### src/rtl/plic_lite_pkg.sv
// Shared definitions for the plic_lite external interrupt controller: register offsets,
// source-ID type and the interrupt codes used to route irq_o into mip.
package plic_lite_pkg;

  typedef logic [4:0] plicSrcId_t;

  typedef enum logic [5:0] {
    S_SW_INT  = 6'd1,
    M_SW_INT  = 6'd3,
    S_TIM_INT = 6'd5,
    M_TIM_INT = 6'd7,
    S_EXT_INT = 6'd9,
    M_EXT_INT = 6'd11
  } interruptionCode_e;

  localparam logic [7:0] PLIC_PRIO_BASE = 8'h00;
  localparam logic [7:0] PLIC_PENDING   = 8'h80;
  localparam logic [7:0] PLIC_ENABLE    = 8'h84;
  localparam logic [7:0] PLIC_THRESHOLD = 8'h88;
  localparam logic [7:0] PLIC_CLAIM     = 8'h8C;
  localparam logic [7:0] PLIC_TRIGGER   = 8'h90;

endpackage

### src/rtl/plic_gateway.sv
// Per-source interrupt gateway: pending / in-flight tracking, plus edge detection and a
// one-deep edge latch when PLIC_EDGE_TRIG_EN is defined.
module plic_gateway (
  input  logic clk,
  input  logic reset_n,
  input  logic src_i,
`ifdef PLIC_EDGE_TRIG_EN
  input  logic edge_mode_i,
`endif
  input  logic claim_i,
  input  logic complete_i,
  output logic pending_o
);

  logic pending_q, pending_d;
  logic in_flight_q, in_flight_d;
  logic req;

`ifdef PLIC_EDGE_TRIG_EN
  logic prev_q, latch_q, latch_d, rise;

  assign rise = src_i & ~prev_q;
  assign req  = edge_mode_i ? (rise | latch_q) : src_i;

  // Edges seen while busy collapse into one latched request, replayed once idle.
  always_comb begin
    latch_d = latch_q;
    if (!edge_mode_i) begin
      latch_d = 1'b0;
    end else if (rise && (pending_q || in_flight_q)) begin
      latch_d = 1'b1;
    end else if (!pending_q && !in_flight_q) begin
      latch_d = 1'b0;
    end
  end

  always_ff @(posedge clk or negedge reset_n) begin
    if (!reset_n) begin
      prev_q  <= 1'b0;
      latch_q <= 1'b0;
    end else begin
      prev_q  <= src_i;
      latch_q <= latch_d;
    end
  end
`else
  assign req = src_i;
`endif

  always_comb begin
    pending_d   = pending_q;
    in_flight_d = in_flight_q;
    if (claim_i && pending_q) begin
      pending_d   = 1'b0;
      in_flight_d = 1'b1;
    end else if (complete_i && in_flight_q) begin
      in_flight_d = 1'b0;
    end else if (req && !pending_q && !in_flight_q) begin
      pending_d = 1'b1;
    end
  end

  always_ff @(posedge clk or negedge reset_n) begin
    if (!reset_n) begin
      pending_q   <= 1'b0;
      in_flight_q <= 1'b0;
    end else begin
      pending_q   <= pending_d;
      in_flight_q <= in_flight_d;
    end
  end

  assign pending_o = pending_q;

endmodule

### src/rtl/plic_lite.sv
// Platform-level external interrupt controller; irq_o feeds mip bit M_EXT_INT.
// Define PLIC_EDGE_TRIG_EN to add the TRIGGER register and edge-mode gateways.
module plic_lite
  import plic_lite_pkg::*;
#(
  parameter int unsigned NUM_SRC = 8,
  parameter int unsigned PRIO_W  = 3
) (
  input  logic               clk,
  input  logic               reset_n,
  input  logic [NUM_SRC-1:0] src_i,
  input  logic               en_i,
  input  logic [3:0]         we_i,
  input  logic [7:0]         addr_i,
  input  logic [31:0]        data_i,
  output logic [31:0]        data_o,
  output logic               irq_o
);

  logic [NUM_SRC:1][PRIO_W-1:0] prio_q, prio_d;
  logic [NUM_SRC:1]             enable_q, enable_d;
  logic [PRIO_W-1:0]            threshold_q, threshold_d;
  plicSrcId_t                   best_id_q, best_id_d;
  logic [PRIO_W-1:0]            best_prio_q, best_prio_d;
  logic [31:0]                  data_q, rdata;
  logic [NUM_SRC:1]             pending, claim_vec, complete_vec;
  logic [5:0]                   word;
  logic                         rd, wr, sel_claim;

  assign word      = addr_i[7:2];
  assign rd        = en_i & ~(|we_i);
  assign wr        = en_i & (|we_i);
  assign sel_claim = (word == PLIC_CLAIM[7:2]);

`ifdef PLIC_EDGE_TRIG_EN
  logic [NUM_SRC:1] trigger_q, trigger_d;

  always_comb begin
    trigger_d = trigger_q;
    if (wr && word == PLIC_TRIGGER[7:2]) trigger_d = data_i[NUM_SRC:1];
  end

  always_ff @(posedge clk or negedge reset_n) begin
    if (!reset_n) trigger_q <= '0;
    else          trigger_q <= trigger_d;
  end
`endif

  for (genvar i = 1; i <= NUM_SRC; i++) begin : g_gw
    assign claim_vec[i]    = rd && sel_claim && (best_id_q == plicSrcId_t'(i));
    assign complete_vec[i] = wr && sel_claim && (data_i[4:0] == 5'(i));

    plic_gateway u_gw (
      .clk        (clk),
      .reset_n    (reset_n),
      .src_i      (src_i[i-1]),
`ifdef PLIC_EDGE_TRIG_EN
      .edge_mode_i(trigger_q[i]),
`endif
      .claim_i    (claim_vec[i]),
      .complete_i (complete_vec[i]),
      .pending_o  (pending[i])
    );
  end

  // A source being claimed this edge is masked so it cannot win twice in a row.
  always_comb begin
    best_id_d   = '0;
    best_prio_d = '0;
    for (int unsigned i = 1; i <= NUM_SRC; i++) begin
      if (pending[i] && !claim_vec[i] && enable_q[i] && (prio_q[i] > threshold_q) &&
          (prio_q[i] > best_prio_d)) begin
        best_id_d   = plicSrcId_t'(i);
        best_prio_d = prio_q[i];
      end
    end
  end

  always_comb begin
    prio_d      = prio_q;
    enable_d    = enable_q;
    threshold_d = threshold_q;
    if (wr) begin
      for (int unsigned i = 1; i <= NUM_SRC; i++) begin
        if (word == 6'(i)) prio_d[i] = data_i[PRIO_W-1:0];
      end
      if (word == PLIC_ENABLE[7:2])    enable_d    = data_i[NUM_SRC:1];
      if (word == PLIC_THRESHOLD[7:2]) threshold_d = data_i[PRIO_W-1:0];
    end
  end

  always_comb begin
    rdata = '0;
    for (int unsigned i = 1; i <= NUM_SRC; i++) begin
      if (word == 6'(i)) rdata[PRIO_W-1:0] = prio_q[i];
    end
    if (word == PLIC_PENDING[7:2])   rdata[NUM_SRC:1]  = pending;
    if (word == PLIC_ENABLE[7:2])    rdata[NUM_SRC:1]  = enable_q;
    if (word == PLIC_THRESHOLD[7:2]) rdata[PRIO_W-1:0] = threshold_q;
    if (sel_claim)                   rdata[4:0]        = best_id_q;
`ifdef PLIC_EDGE_TRIG_EN
    if (word == PLIC_TRIGGER[7:2])   rdata[NUM_SRC:1]  = trigger_q;
`endif
  end

  always_ff @(posedge clk or negedge reset_n) begin
    if (!reset_n) begin
      prio_q      <= '0;
      enable_q    <= '0;
      threshold_q <= '0;
      best_id_q   <= '0;
      best_prio_q <= '0;
      data_q      <= '0;
    end else begin
      prio_q      <= prio_d;
      enable_q    <= enable_d;
      threshold_q <= threshold_d;
      best_id_q   <= best_id_d;
      best_prio_q <= best_prio_d;
      if (rd) data_q <= rdata;
    end
  end

  assign data_o = data_q;
  assign irq_o  = (best_id_q != '0);

  // best_prio_q is kept only for debug visibility.
  logic unused_sig;
  assign unused_sig = ^{addr_i[1:0], data_i, best_prio_q};

endmodule

### config.mk
export PLATFORM = sky130hd
export DESIGN_NAME = plic_lite
export DESIGN_NICKNAME = d
export VERILOG_FILES = /design/src/rtl/plic_lite_pkg.sv /design/src/rtl/plic_gateway.sv /design/src/rtl/plic_lite.sv
export SDC_FILE = /design/constraint.sdc
export NUM_CORES = 1
export LEC_CHECK = 0
export CAP_MARGIN = 0
export CORE_MARGIN = 2
export CORE_UTILIZATION = 54
export CTS_CLUSTER_SIZE = 28
export DETAILED_ROUTE_END_ITERATION = 10
export PLACE_DENSITY = 0.79
export SLEW_MARGIN = 40
export SYNTH_ARGS = -nofsm -noshare
export SYNTH_HDL_FRONTEND = slang
export SYNTH_SLANG_ARGS = --single-unit
### constraint.sdc
create_clock -name clk -period 14.5 [get_ports clk]
set_clock_uncertainty 0.05 [all_clocks]
set_input_delay 4.35 -clock clk [delete_from_list [all_inputs] [get_ports clk]]
set_output_delay 4.35 -clock clk [all_outputs]
set_load 0.005 [all_outputs]
* After elaboration in Yosys (flattened, before gate mapping)
Index checks and enable logic that the tools add are counted.
** Storage, ports and cells
- Word-level logic and storage cells :: 292
- Output and inout bits :: 33
- Flip-flop bits (word level) :: 65
- Input port bits :: 55
** Operators by class
- Reductions and logical operators :: 142
- Mux-type cells :: 67
- Order comparisons :: 16
- Bitwise operators :: 3
- Eq/ne operators :: 36
** Operators by type and width (number)
- logical AND 1 bit :: 82
- 2-to-1 mux 3 bit :: 16
- > comparator 3 bit :: 15
- 2-to-1 mux 1 bit :: 41
- equality test 5 x 3 -> 1 bit, second input constant :: 8
- AND reduction 2 bit :: 18
- 2-to-1 mux 5 bit :: 7
- nonzero test 2 bit :: 16
- equality test 6 x 3 -> 1 bit, second input constant :: 4
- equality test 6 bit, second input constant :: 4
- zero test 1 bit :: 24
- equality test 5 x 2 -> 1 bit, second input constant :: 4
- 2-to-1 mux 8 bit :: 2
- != test 2 x 1 -> 1 bit, second input constant :: 8
- equality test 6 x 2 -> 1 bit, second input constant :: 2
- equality test 5 x 1 -> 1 bit, second input constant :: 2
- equality test 5 x 4 -> 1 bit, second input constant :: 2
- equality test 6 x 1 -> 1 bit, second input constant :: 1
- equality test 6 x 4 -> 1 bit, second input constant :: 1
- nonzero test 5 bit :: 1
- OR reduction 4 bit :: 1
- > comparator 3 x 1 -> 1 bit, second input constant :: 1
- AND 1 bit :: 2
- 2-to-1 mux 2 bit :: 1
- NOT 1 bit :: 1

* Longest topological paths before layout
Gate-level depths: netlist (run 1).
- Depth after elaboration :: 32
- Gate-level depth with buffers :: 57
- Gate-level depth less buffers :: 56

* Modules after synthesis
Synthesis (run 1) repeated with hierarchy kept, for this count alone.
** Unflattened totals
- Cell total of the unflattened synthesis :: 527
- Area, all modules :: 4753.3 µm²
** Modules (own cells, without submodules)
- plic_lite :: instances 1, area each 4122.7 µm², sequential area each 1201.2 µm², cells an instance 463
- plic_gateway :: instances 8, area each 78.8 µm², sequential area each 50.0 µm², cells an instance 8

* Worst setup path before layout (run 1)
No wires, ideal clock.
- Kind :: input to register
- Start point :: in addr_i[6]
- End point :: reg best_id_q[1]
- Data required time :: 14300 ps
- Cell stages on the path :: 53
- Slack :: 400 ps
- Buffers on the path :: 2
- Setup time :: 150 ps
- Arrival :: 13900 ps
- Cell sequence :: or4b_4 > buf_6 > nor4_4 > nor3_2 > nand2_1 > ha_1 > nor2b_1 > o21a_1 > o21ba_2 > nand2_1 > mux2_2 > ha_1 > nand3_1 > and4_1 > o21ai_0 > or3_1 > buf_2 > a31oi_1 > (+17 left out) > o41a_1 > a21oi_1 > a221oi_4 > nand3_1 > nand2_1 > ha_1 > inv_1 > a21o_1 > a21oi_1 > a311oi_1 > o2111ai_1 > nor2_1 > a31oi_1 > ha_1 > a21o_1 > a21oi_1 > nor4_1 > a31oi_1
** On the way
- Word-level cells in the longest chain between the ends :: 30
- Elaborated cells on any way between the ends :: 71
- Classes of those cells :: 7 x order compare; 1 x eq/ne; 14 x mux; 49 x reduce/logical
** RTL lines
- start, declared :: line plic_lite.sv:14 : input logic [7:0] addr_i,
- equality test 6 bit (*) :: line plic_lite.sv:33 : assign sel_claim = (word == PLIC_CLAIM[7:2]);
- logical AND 1 bit (*) :: line plic_lite.sv:50 : assign claim_vec[i] = rd && sel_claim && (best_id_q == plicSrcId_t'(i));
- logical AND 1 bit :: line plic_lite.sv:50
- zero test 1 bit :: line plic_lite.sv:71 : if (pending[i] && !claim_vec[i] && enable_q[i] && (prio_q[i] > threshold_q) &&
- logical AND 1 bit (4 in series) :: line plic_lite.sv:71
- 2-to-1 mux 3 bit :: line plic_lite.sv:71
- > comparator 3 bit :: line plic_lite.sv:72 : (prio_q[i] > best_prio_d)) begin
- logical AND 1 bit :: line plic_lite.sv:71
- (+12 left out)
- 2-to-1 mux 3 bit :: line plic_lite.sv:71
- > comparator 3 bit :: line plic_lite.sv:72
- logical AND 1 bit :: line plic_lite.sv:71
- 2-to-1 mux 3 bit :: line plic_lite.sv:71
- > comparator 3 bit :: line plic_lite.sv:72
- logical AND 1 bit :: line plic_lite.sv:71
- 2-to-1 mux 5 bit (*) :: line plic_lite.sv:71
- net best_id_d[1] :: line plic_lite.sv:23 : plicSrcId_t best_id_q, best_id_d;
- end signal, assigned :: line plic_lite.sv:118 : best_id_q <= best_id_d;
- end, declared :: line plic_lite.sv:23
Mark *: on every way through the listed nets, which the timed path passes. The rest lies on a longest branch.
A chain may end at the register's enable or synchronous reset.

* Final worst setup path (run 1)
- Start point :: in we_i[2]
- End point :: reg best_id_q[0]
** On the way
- Word-level cells in the longest chain between the ends :: 32
- Elaborated cells on any way between the ends :: 74
- Classes of those cells :: 7 x order compare; 15 x mux; 2 x bitwise; 50 x reduce/logical
** RTL lines
- start, declared :: line plic_lite.sv:13 : input logic [3:0] we_i,
- OR reduction 4 bit (*) :: line plic_lite.sv:31 : assign rd = en_i & ~(|we_i);
- NOT 1 bit (*) :: line plic_lite.sv:31
- AND 1 bit (*) :: line plic_lite.sv:31
- logical AND 1 bit (*) :: line plic_lite.sv:50
- logical AND 1 bit :: line plic_lite.sv:50
- zero test 1 bit :: line plic_lite.sv:71
- logical AND 1 bit (4 in series) :: line plic_lite.sv:71
- 2-to-1 mux 3 bit :: line plic_lite.sv:71
- (+14 left out)
- 2-to-1 mux 3 bit :: line plic_lite.sv:71
- > comparator 3 bit :: line plic_lite.sv:72
- logical AND 1 bit :: line plic_lite.sv:71
- 2-to-1 mux 3 bit :: line plic_lite.sv:71
- > comparator 3 bit :: line plic_lite.sv:72
- logical AND 1 bit :: line plic_lite.sv:71
- 2-to-1 mux 5 bit (*) :: line plic_lite.sv:71
- net best_id_d[0] :: line plic_lite.sv:23
Marks and branches as above.

==> parameters.txt, run 1 <==
Parameter                              Value

Run status
  Status ... completed

Drt
  Detailed Route WL ... 14.3 mm
  DRT iter0 DRCs ... approximately 340
  DRC violations left ... 0
  Total number of vias ... between 4,000 and 5,000
  Count of nets left with antenna violations after detail routing ... 0
  Detailed-routing iteration count for the pre-antenna-repair pass ... 5
  Routed len/inst ... 19.5 um
  Via/cell ratio ... around 6.3

Finish
  Top library cells by usage in the layout, fill and taps aside ... dfrtp_1 (64), nand2_1 (61), buf_4 (50)
  Fill count ... ~650
  Number of nets in the layout ... 718
  Final Core Density ... 68.6%
  Share of final-layout standard cells stronger than drive strength 1 ... 23.5%
  Antenna diodes ... 0
  Most common cell after layout, fill and taps aside ... dfrtp_1
  Area Overhead vs Synth ... 23.9%

Run
  Max capacitance violation total ... 0

Yosys
  Fraction of the mapped netlist area in compound gates ... 18.2%
  Dominant register cell in the synthesized netlist ... dfrtp_1
  Adder-Cell Fraction of Synth Area ... 10.9%
  Yosys reg bits ... 64
  Post-Syn Area ... 0.00480 sq mm
  Gate count after technology mapping ... 534
  Top cells by area, synth ... dfrtp_1 (33%), ha_1 (11%), mux2_2 (7.7%), nand2_1 (4.9%), o21ai_0 (4.0%)
  Part of the Yosys area used for sequential elements ... 33.3%
  Main combinational cell family by area after synthesis ... simple AND/OR/NAND/NOR gates
  Yosys top cell by area ... dfrtp_1
  Share of cell area taken by muxes after synthesis ... 9.19%
  Fraction of registers with async set/reset ... 100%
  Post-synth top area share ... 33.3%
  Warning count from the yosys run ... 0
  Simple-gate share of the synthesized area ... 21.2%
  Synthesized-area fraction occupied by xor and xnor cells ... 0%
  Count of flip-flops with a built-in enable after synthesis ... 0
  Average instance area after synthesis ... 9.00 sq um
  Netlist cell types ... 63

Placement
  Detailed-placement wirelength estimate ... 10.0 mm
  Final Wtd Congestion ... approximately 0.97
  Number of input and output port buffers inserted ... 39

Setup path
  Internal reg-to-reg setup slack ... around 3500 ps
  Worst path slowest cell ... or4_4
  Source of the worst register-to-register timing path ... threshold_q[1]
  Critical path launch point ... we_i[2]
  Critical path start-end classification ... in -> reg
  Highest fanout seen on the critical path ... 7
  Top cell by count, worst path ... ha_1
  Endpoint of the most critical setup path ... best_id_q[0]
  Crit path required time ... 14,680 ps
  Arrival time worst endpoint ... 14,340 ps
  Highest cell delay on the worst timing path ... 560 ps
  Kind of end point of the critical path ... register
  Critical register-to-register path endpoint ... best_id_q[0]
  Path depth of the worst reg2reg path ... 54
  Startpoint kind of the worst setup timing path ... input port

Clock network
  Number of clock buffers inserted by TritonCTS ... 9
  Root buffer selected by CTS ... clkbuf_8
  Deepest level of the CTS H-tree ... 3
  Clock-pin transition on the worst setup and hold timing paths ... 80 ps
  Hold Buf Count CTS ... 0
  CTS tree ... yes
  Clock latency on the worst-skew pair ... roughly 360 ps
  CTS max path bufs ... 2
  Number of clock sinks ... 64

Hold path
  Hold path depth ... 2
  Path type of the worst min-delay path ... reg -> reg

Die
  Floorplan die height ... just under 100 um
  X dimension of the die ... 98.3 um
  Area of the die ... 0.00967 sq mm
  Initial core utilization ... 55.4%
  Core area ... 0.00868 sq mm
  I/O pin total ... 88
  Standard-cell rows ... 34

Power
  Worst IR Drop VDD ... 0.0000517 V
  Lkg Pwr ... ~0.0028 uW
  Cell Pwr Density ... 95.7 mW/mm^2

Timing
  Final count of negative-setup-slack endpoints ... 0
  Post-Route Setup TNS ... 0 ps
  Final Max Tran Viols ... 0
  Total count of hold-check failures in the final report ... 0
  Highest achievable clock rate ... 0.0706 GHz
  Transition time at the pin with the least slew margin ... 849 ps
  Worst slew margin ... ~43%
  Shortest clock period the worst path allows after layout ... 14,160 ps
  Portion of the clock cycle consumed by the worst path in the final layout ... 97.6%

GRT
  Maximum number of pins on one net before global-route repair ... 65
  Wire length of the first global-routing pass ... 21.8 mm
  Number of global-route vias before repair ... 4,447
  Overflow left after global routing ... 0
  Number of antenna violations at the first check in global routing ... 0
  Global-route usage over all layers ... 28.6%
## registers in the layout, indices dropped and copies added, names as in the netlist
| signal | count |
|---|---|
| prio_q | 24 |
| data_o | 9 |
| best_id_q | 4 |
| enable_q | 8 |
| threshold_q | 3 |
| g_gw.u_gw.in_flight_q | 8 |
| g_gw.u_gw.pending_o | 8 |
## timing repair
action                     CTS  global route
gates resized for setup     11            33
buffers inserted             2             7
setup endpoints to repair    4             4
pin swaps                   11            30
## area by class of cell
type / instances / area, sq um / share of cell area (%)
clock buffers: 10 / 128 / 2.14
multi-input cells: 427 / 3140 / 52.8
flip-flops and latches: 64 / 1600 / 26.9
clock inverters: 6 / 45.0 / 0.756
well taps: 108 / 135 / 2.27
repair buffers: 90 / 792 / 13.3
inverters: 29 / 109 / 1.83
## synthesized netlist by cell type, drive strengths merged (3+ instances only)
cell type / n
clkbuf: 9
mux2: 33
nor2: 36
nand3: 25
o211ai: 5
or3: 5
nand2: 63
a21o: 6
nor2b: 9
a21oi: 24
mux2i: 7
o21a: 6
o21ai: 38
ha: 42
or2: 3
a22oi: 7
buf: 27
nor4: 11
nand4: 6
dfrtp: 64
o31ai: 3
and2: 6
a31oi: 11
a221oi: 4
nor3: 11
nand2b: 4
nand3b: 6
inv: 29
## kinds of logic (layout without fill, tap and decap cells)
group                    after synthesis  in the layout
AND/OR/NAND/NOR                      195            195
AO/OA/AOI/OAI                        127            127
buffers and inverters                 65            135
flip-flops                            64             64
adder cells (fa/ha/maj)               42             42
multiplexers                          40             40
other                                  1             23
## worst min path at each step
stage,startpoint,end
global placement,data_o[4],data_o[4]
CTS,data_o[3],data_o[3]
global route,data_o[4],data_o[4]
floorplan,g_gw[2].u_gw.in_flight_q,g_gw[2].u_gw.in_flight_q
detailed placement,data_o[3],data_o[3]
finish,data_o[3],data_o[3]
## per-layer routing
layer,up-vias,global-route usage [%],part of all wire (%)
met5,-,0,0
li1,2090,-,-
met3,56,4.80,7.9
met1,2240,35.6,40
met2,237,48.5,48
met4,0,13.1,4.1
## critical path: cells and delay by family
kind	cells	cell delay, ps
compound gates	18	2920
fa+ha+maj	7	1750
buf+inv	5	610
mux	4	1300
simple gates	19	3360
## power breakdown
group          leakage (uW)  switching, uW  internal [uW]  total (uW)
Sequential         0.000807           29.4            198         227
Clock             0.0000789           78.8           62.6         141
Combinational       0.00187            107           94.8         202
## stage by stage
step	total power [uW]	hold WS [ps]	setup WS, ps	instances	cell area (sq um)
final	570	433	341	734	5950
after global routing	598	479	-78.5	734	5950
after CTS	550	436	44.9	727	5730
after detailed placement	406	420	-536	709	5490
after global placement	393	410	-161	709	5490
after floorplan	339	414	400	556	4890
Note: power is estimated with default switching activity, not from simulation.
==> inputs of run 2 (changes only) <==
--- a/config.mk
+++ b/config.mk
@@ -6,11 +6,11 @@
 export NUM_CORES = 1
 export LEC_CHECK = 0
 export CAP_MARGIN = 0
-export CORE_MARGIN = 2
 export CORE_UTILIZATION = 54
-export CTS_CLUSTER_SIZE = 28
+export CTS_CLUSTER_SIZE = 20
 export DETAILED_ROUTE_END_ITERATION = 10
 export PLACE_DENSITY = 0.79
+export RECOVER_POWER = 25
 export SLEW_MARGIN = 40
 export SYNTH_ARGS = -nofsm -noshare
 export SYNTH_HDL_FRONTEND = slang
==> run 2 against run 1 <==
  * The run now ends with capacitance limit, slew limit left
  * Total power is 6.3% higher
  * Sequential power hardly changed
  * Cell count is 0.27% lower
  * Fmax is 1.1% lower
  * First-iteration DRC count is 21% higher
  * Global-route usage is 2.6 points higher
  * Largest cell class unchanged
  * Final area is 2.5% higher
  * Worst hold slack worse by 3.2 ps
  * Clock power is 22% higher
  * Die area is 4.0% lower
  * Worst setup slack worse by 160 ps
==> parameters.txt, run 2 (same netlist as run 1, synthesis figures left out) <==
Parameter                              Value

Timing
  Fin Hold WS ... 430 ps
  Worst slew margin ... -139%
  Total count of hold-check failures in the final report ... 0
  Portion of the clock cycle consumed by the worst path in the final layout ... about 100%
  Final count of negative-setup-slack endpoints ... 0
  Post-route worst setup slack ... 181 ps
  Final Max Tran Viols ... 65
  Shortest clock period the worst path allows after layout ... 14,320 ps
  Transition time at the pin with the least slew margin ... 3580 ps
  Highest achievable clock rate ... about 0.070 GHz

Drt
  DRT iter0 DRCs ... 414
  Count of nets left with antenna violations after detail routing ... 0
  Routed len/inst ... 19.8 um
  Via/cell ratio ... 6.31
  DRC violations left ... 0
  Detailed Route WL ... between 10 and 15 mm
  Detailed-routing iteration count for the pre-antenna-repair pass ... 8
  Total number of vias ... 4,621

Finish
  Top library cells by usage in the layout, fill and taps aside ... dfrtp_1 (64), nand2_1 (60), buf_4 (48)
  Total non-filler cell area in the finished layout ... 0.00610 sq mm
  Antenna diodes ... 0
  Number of nets in the layout ... 716
  Largest Register ... prio_q
  Footprint of the multi-input gates ... between 0.003 and 0.004 sq mm
  Area of all sequential standard cells ... 0.00160 sq mm
  Final Core Density ... between 70% and 80%
  Area Overhead vs Synth ... 27.0%
  Number of flip-flops under the largest register name ... 24
  Most common cell after layout, fill and taps aside ... dfrtp_1
  Fill count ... 596
  Share of final-layout standard cells stronger than drive strength 1 ... 26.0%

Die
  Standard-cell rows ... 34
  X dimension of the die ... 96.3 um
  I/O pin total ... 88
  Area of the die ... 0.00928 sq mm
  Core area ... 0.00868 sq mm
  Initial core utilization ... 55.4%
  Floorplan die height ... a little under 100 um

GRT
  Overflow left after global routing ... 0
  Wire length of the first global-routing pass ... 21.4 mm
  Maximum number of pins on one net before global-route repair ... 65
  Number of global-route vias before repair ... 4,369
  Number of antenna violations at the first check in global routing ... 0
  Global-route usage over all layers ... 31.2%

Clock network
  Number of clock sinks ... 64
  Clock-pin transition on the worst setup and hold timing paths ... around 80 ps
  Number of clock buffers inserted by TritonCTS ... 9
  CTS tree ... yes
  Deepest level of the CTS H-tree ... 3
  CTS max path bufs ... 2
  Root buffer selected by CTS ... clkbuf_8
  Clock latency on the worst-skew pair ... 340 ps

Power
  Lkg Pwr ... around 0.0028 uW
  Internal portion of total power ... 391 uW
  Share of power burned in registers ... a little under two fifths
  Post-route total power ... 606 uW
  Worst IR Drop VDD ... between 0.00007 and 0.00008 V
  Cell Pwr Density ... 99.3 mW/mm^2
  Combinational cell fraction of total power ... about 34%
  Switching part of the total power ... 35.4%
  Switching power summed over all nets ... 215 uW
  Clock power share ... 28.4%

Setup path
  Path depth of the worst reg2reg path ... 55
  Kind of end point of the critical path ... register
  Cell depth of the worst setup path ... 55
  Critical path start-end classification ... in -> reg
  Highest fanout seen on the critical path ... 7
  Worst path slowest cell ... or4_4
  Startpoint kind of the worst setup timing path ... input port
  Highest cell delay on the worst timing path ... around 550 ps
  Top cell by count, worst path ... buf_4
  Internal reg-to-reg setup slack ... 3370 ps
  Arrival time worst endpoint ... 14,490 ps
  Category of cells accounting for the largest share of critical-path delay ... simple AND/OR/NAND/NOR gates
  Crit path required time ... between 10,000 and 15,000 ps
  Count of buffer and inverter cells on the critical path ... 7

Placement
  Number of input and output port buffers inserted ... 39
  Detailed-placement wirelength estimate ... 9.86 mm
  Final Wtd Congestion ... around 0.97
  Setup Slack @ Placement ... -445 ps
  Post-DP Area ... 0.00549 sq mm

Hold path
  Hold path depth ... 2
  Path type of the worst min-delay path ... reg -> reg

Run
  Max capacitance violation total ... 1

Run status
  Status ... complete, but fails checks
  Violated checks ... capacitance limit, slew limit
==> run 2: changes by cell type in the layout (fill, tap and decap cells not counted), sizes merged <==
cell | before | now
clkdlybuf4s50 | 30 | 27
clkinvlp | 3 | 0
buf | 52 | 49
inv | 30 | 29
dlymetal6s2s | 8 | 9
clkinv | 2 | 4
clkbuf | 10 | 13
bufinv | 0 | 2
==> run 2: worst min-delay path, delay by kind of cell, from the launching register on <==
family,cells,cell delay (ps)
compound gates,1,50
flops,1,350
simple gates,1,40
==> run 2: layer usage <==
layer / track usage, % / wire (um) / share of wire, % / up-vias
li1: - / - / - / 2077
met1: 37.9 / 5660 / 39 / 2210
met2: 51.4 / 6990 / 48 / 267
met3: 5.85 / 1220 / 8.4 / 67
met4: 18.0 / 633 / 4.4 / 0
met5: 0 / 0 / 0 / -
==> run 2: what timing repair did <==
item / CTS / global route
pin swaps: 3 / 38
buffers inserted: 3 / 4
hold buffers: 0 / 0
gates resized for setup: 4 / 69
endpoints found under the setup margin: 4 / 4
==> run 2: path summary, 6_finish.rpt <==
| path | from | to |
|---|---|---|
| min in group asynchronous | reset_n | g_gw[1].u_gw.pending_o |
| setup / recovery | we_i[2] | best_id_q[0] |
| setup reg to reg | threshold_q[1] | best_id_q[0] |
| hold / removal | data_o[8] | data_o[8] |
| max in group asynchronous | reset_n | g_gw[6].u_gw.in_flight_q |
| hold reg to reg | data_o[8] | data_o[8] |
==> run 2: layout make-up <==
cell class / count / share of cell area (%)
Tap cell: 108 / 2.21
Clock inverter: 6 / 1.37
Multi-Input combinational cell: 427 / 53.8
Sequential cell: 64 / 26.2
Timing Repair Buffer: 88 / 12.5
Clock buffer: 10 / 2.09
Inverter: 29 / 1.78
==> run 2: metrics by stage <==
stage	std cells	setup TNS, ps
after CTS	728	0
after floorplan	556	0
final	732	0
after global routing	732	-1110
after detailed placement	709	-1670
after global placement	709	-491
==> run 2: power groups by stage <==
stage          logic (uW)  clock network [uW]  registers (uW)
2_1_floorplan         122                   0             217
3_3_place_gp          166                   0             227
3_5_place_dp          177                   0             228
4_1_cts               180                 171             225
5_1_grt               226                 179             230
6_report              206                 172             228
==> inputs of run 3 (changes only) <==
--- a/config.mk
+++ b/config.mk
@@ -5,10 +5,12 @@
 export SDC_FILE = /design/constraint.sdc
 export NUM_CORES = 1
 export LEC_CHECK = 0
-export CAP_MARGIN = 0
+export ABC_CLOCK_PERIOD_IN_PS = 14500
+export CAP_MARGIN = 20
 export CORE_UTILIZATION = 54
 export CTS_CLUSTER_SIZE = 20
 export DETAILED_ROUTE_END_ITERATION = 10
+export GPL_TIMING_DRIVEN = 0
 export PLACE_DENSITY = 0.79
 export RECOVER_POWER = 25
 export SLEW_MARGIN = 40
==> run 3 against run 2 <==
  * The run ends with capacitance limit, slew limit, setup timing left
  * Routed wire length up 3.9%
  * Count of clock-buffer cells in the layout unchanged
  * Die area unchanged
  * Global-route usage up 0.44 points
  * Utilization up 1.6 points
  * Sequential share of layout area down 0.60 points
  * Critical path type unchanged
  * Largest cell class unchanged
==> parameters.txt, run 3 (same netlist as run 1, synthesis figures left out) <==
Parameter                              Value

Run
  Max capacitance violation total ... 2

Clock network
  Deepest level of the CTS H-tree ... 3
  Hold Buf Count CTS ... 0
  CTS tree ... yes
  Clock latency on the worst-skew pair ... 350 ps
  Clock-pin transition on the worst setup and hold timing paths ... ~80 ps
  CTS max path bufs ... 2
  Root buffer selected by CTS ... clkbuf_8
  Number of clock sinks ... 64
  Number of clock buffers inserted by TritonCTS ... 9

Drt
  Via/cell ratio ... 6.31
  Routed len/inst ... 20.1 um
  DRC violations left ... 0
  Count of nets left with antenna violations after detail routing ... 0
  DRT iter0 DRCs ... 436
  Total number of vias ... 4,732
  Detailed Route WL ... about 15 mm
  Detailed-routing iteration count for the pre-antenna-repair pass ... 7

Timing
  Final count of negative-setup-slack endpoints ... 3
  Highest achievable clock rate ... 0.0685 GHz
  Total count of hold-check failures in the final report ... 0
  Final Max Tran Viols ... 67
  Transition time at the pin with the least slew margin ... 1820 ps
  Portion of the clock cycle consumed by the worst path in the final layout ... 101%
  Fin Hold WS ... 434 ps
  Shortest clock period the worst path allows after layout ... roughly 15,000 ps
  Worst slew margin ... -21.4%
  Post-route worst setup slack ... -92.6 ps
  Unrepaired setup endpoints after global routing ... yes

Setup path
  Arrival time worst endpoint ... roughly 15,000 ps
  Category of cells accounting for the largest share of critical-path delay ... simple AND/OR/NAND/NOR gates
  Highest fanout seen on the critical path ... 5
  Critical path start-end classification ... in -> reg
  Worst path slowest cell ... or4b_4
  Kind of end point of the critical path ... register
  Crit path required time ... roughly 15,000 ps
  Startpoint kind of the worst setup timing path ... input port
  Count of buffer and inverter cells on the critical path ... 7
  Highest cell delay on the worst timing path ... 540 ps

Finish
  Number of flip-flops under the largest register name ... 24
  Top library cells by usage in the layout, fill and taps aside ... dfrtp_1 (64), nand2_1 (59), buf_4 (53)
  Area of all sequential standard cells ... 0.00160 sq mm
  Largest Register ... prio_q
  Fill count ... ~640
  Most common cell after layout, fill and taps aside ... dfrtp_1
  Number of nets in the layout ... 734
  Antenna diodes ... 0
  Footprint of the multi-input gates ... approximately 0.0033 sq mm
  Share of final-layout standard cells stronger than drive strength 1 ... 26.2%
  Area Overhead vs Synth ... 30.0%
  Final Core Density ... 72.0%

Placement
  Setup Slack @ Placement ... -1390 ps
  Detailed-placement wirelength estimate ... 10.1 mm
  Number of input and output port buffers inserted ... 38
  Final Wtd Congestion ... 0.978

Die
  Initial core utilization ... between 50% and 60%
  Standard-cell rows ... 34
  Core area ... 0.00868 sq mm
  Area of the die ... slightly above 0.009 sq mm
  Floorplan die height ... approximately 96 um
  X dimension of the die ... around 96 um
  I/O pin total ... 88

Run status
  Status ... complete, but fails checks
  Violated checks ... capacitance limit, slew limit, setup timing

GRT
  Global-route usage over all layers ... about a third
  Wire length of the first global-routing pass ... 21.8 mm
  Number of antenna violations at the first check in global routing ... 1
  Number of global-route vias before repair ... between 4,000 and 5,000
  Overflow left after global routing ... 0
  Maximum number of pins on one net before global-route repair ... 34

Power
  Cell Pwr Density ... between 100 and 150 mW/mm^2
  Worst IR Drop VDD ... ~0.000068 V
  Lkg Pwr ... 0.00286 uW

Hold path
  Path type of the worst min-delay path ... reg -> reg
## run 3: cell count changes in the layout (fill, tap and decap cells not counted), moves of 3 or more
cell | previous run | this run
buf_4 | 48 | 53
clkinv_2 | 3 | 0
nand3_2 | 5 | 2
buf_6 | 0 | 3
clkbuf_1 | 2 | 12
dlymetal6s2s_1 | 9 | 5
## run 3: repair_timing
item / 4_1_cts / 5_1_grt
resized for setup: 27 / 61
pin swaps: 18 / 43
buffers inserted: 14 / 18
setup endpoints to repair: 4 / 4
## run 3: layer usage
layer / part of all wire [%] / wire length [um] / track usage [%]
met1: 39 / 5880 / 37.9
met3: 8.9 / 1350 / 7.82
met4: 4.5 / 676 / 13.2
met5: 0 / 0 / 0
met2: 48 / 7170 / 53.8
## run 3: final timing paths
check	from	endpoint	slack (ps)	depth (start not counted)
worst min register to register	data_o[5]	data_o[5]	430	2
worst min-delay path	data_o[5]	data_o[5]	430	2
worst max-delay path	addr_i[4]	best_id_q[0]	-90	55
worst max register to register	threshold_q[1]	best_id_q[0]	3050	54
max in group asynchronous	reset_n	prio_q[7]	7580	2
min in group asynchronous	reset_n	g_gw[1].u_gw.pending_o	4380	1
## run 3: power by group
group | leakage [uW] | switching (uW) | internal, uW
combinational | 0.00193 | 114 | 98.4
sequential | 0.000807 | 30.4 | 198
clock | 0.000121 | 78.1 | 116
total | 0.00286 | 223 | 412
## run 3: area by class of cell
class	count	share of cell area, %
Tap cell	108	2.16
Buffer	36	3.93
Multi-Input combinational cell	427	52.6
Sequential cell	64	25.6
Timing Repair Buffer	70	9.98
Inverter	29	1.74
Clock buffer	10	2.04
Clock inverter	6	1.86
## run 3: through the flow
stage | area [sq um] | TNS, ps | instances | power (uW)
floorplan | 4890 | 0 | 556 | 339
global placement | 5400 | -4630 | 702 | 389
detailed placement | 5430 | -5420 | 703 | 401
CTS | 5880 | 0 | 733 | 605
global route | 6250 | -1720 | 750 | 662
finish | 6250 | -243 | 750 | 635
## run 3: worst min-delay path, stage by stage, from the launching register on
cell     delay [ps]
dfrtp_1         340
nand2_1          50
o21ai_0          60
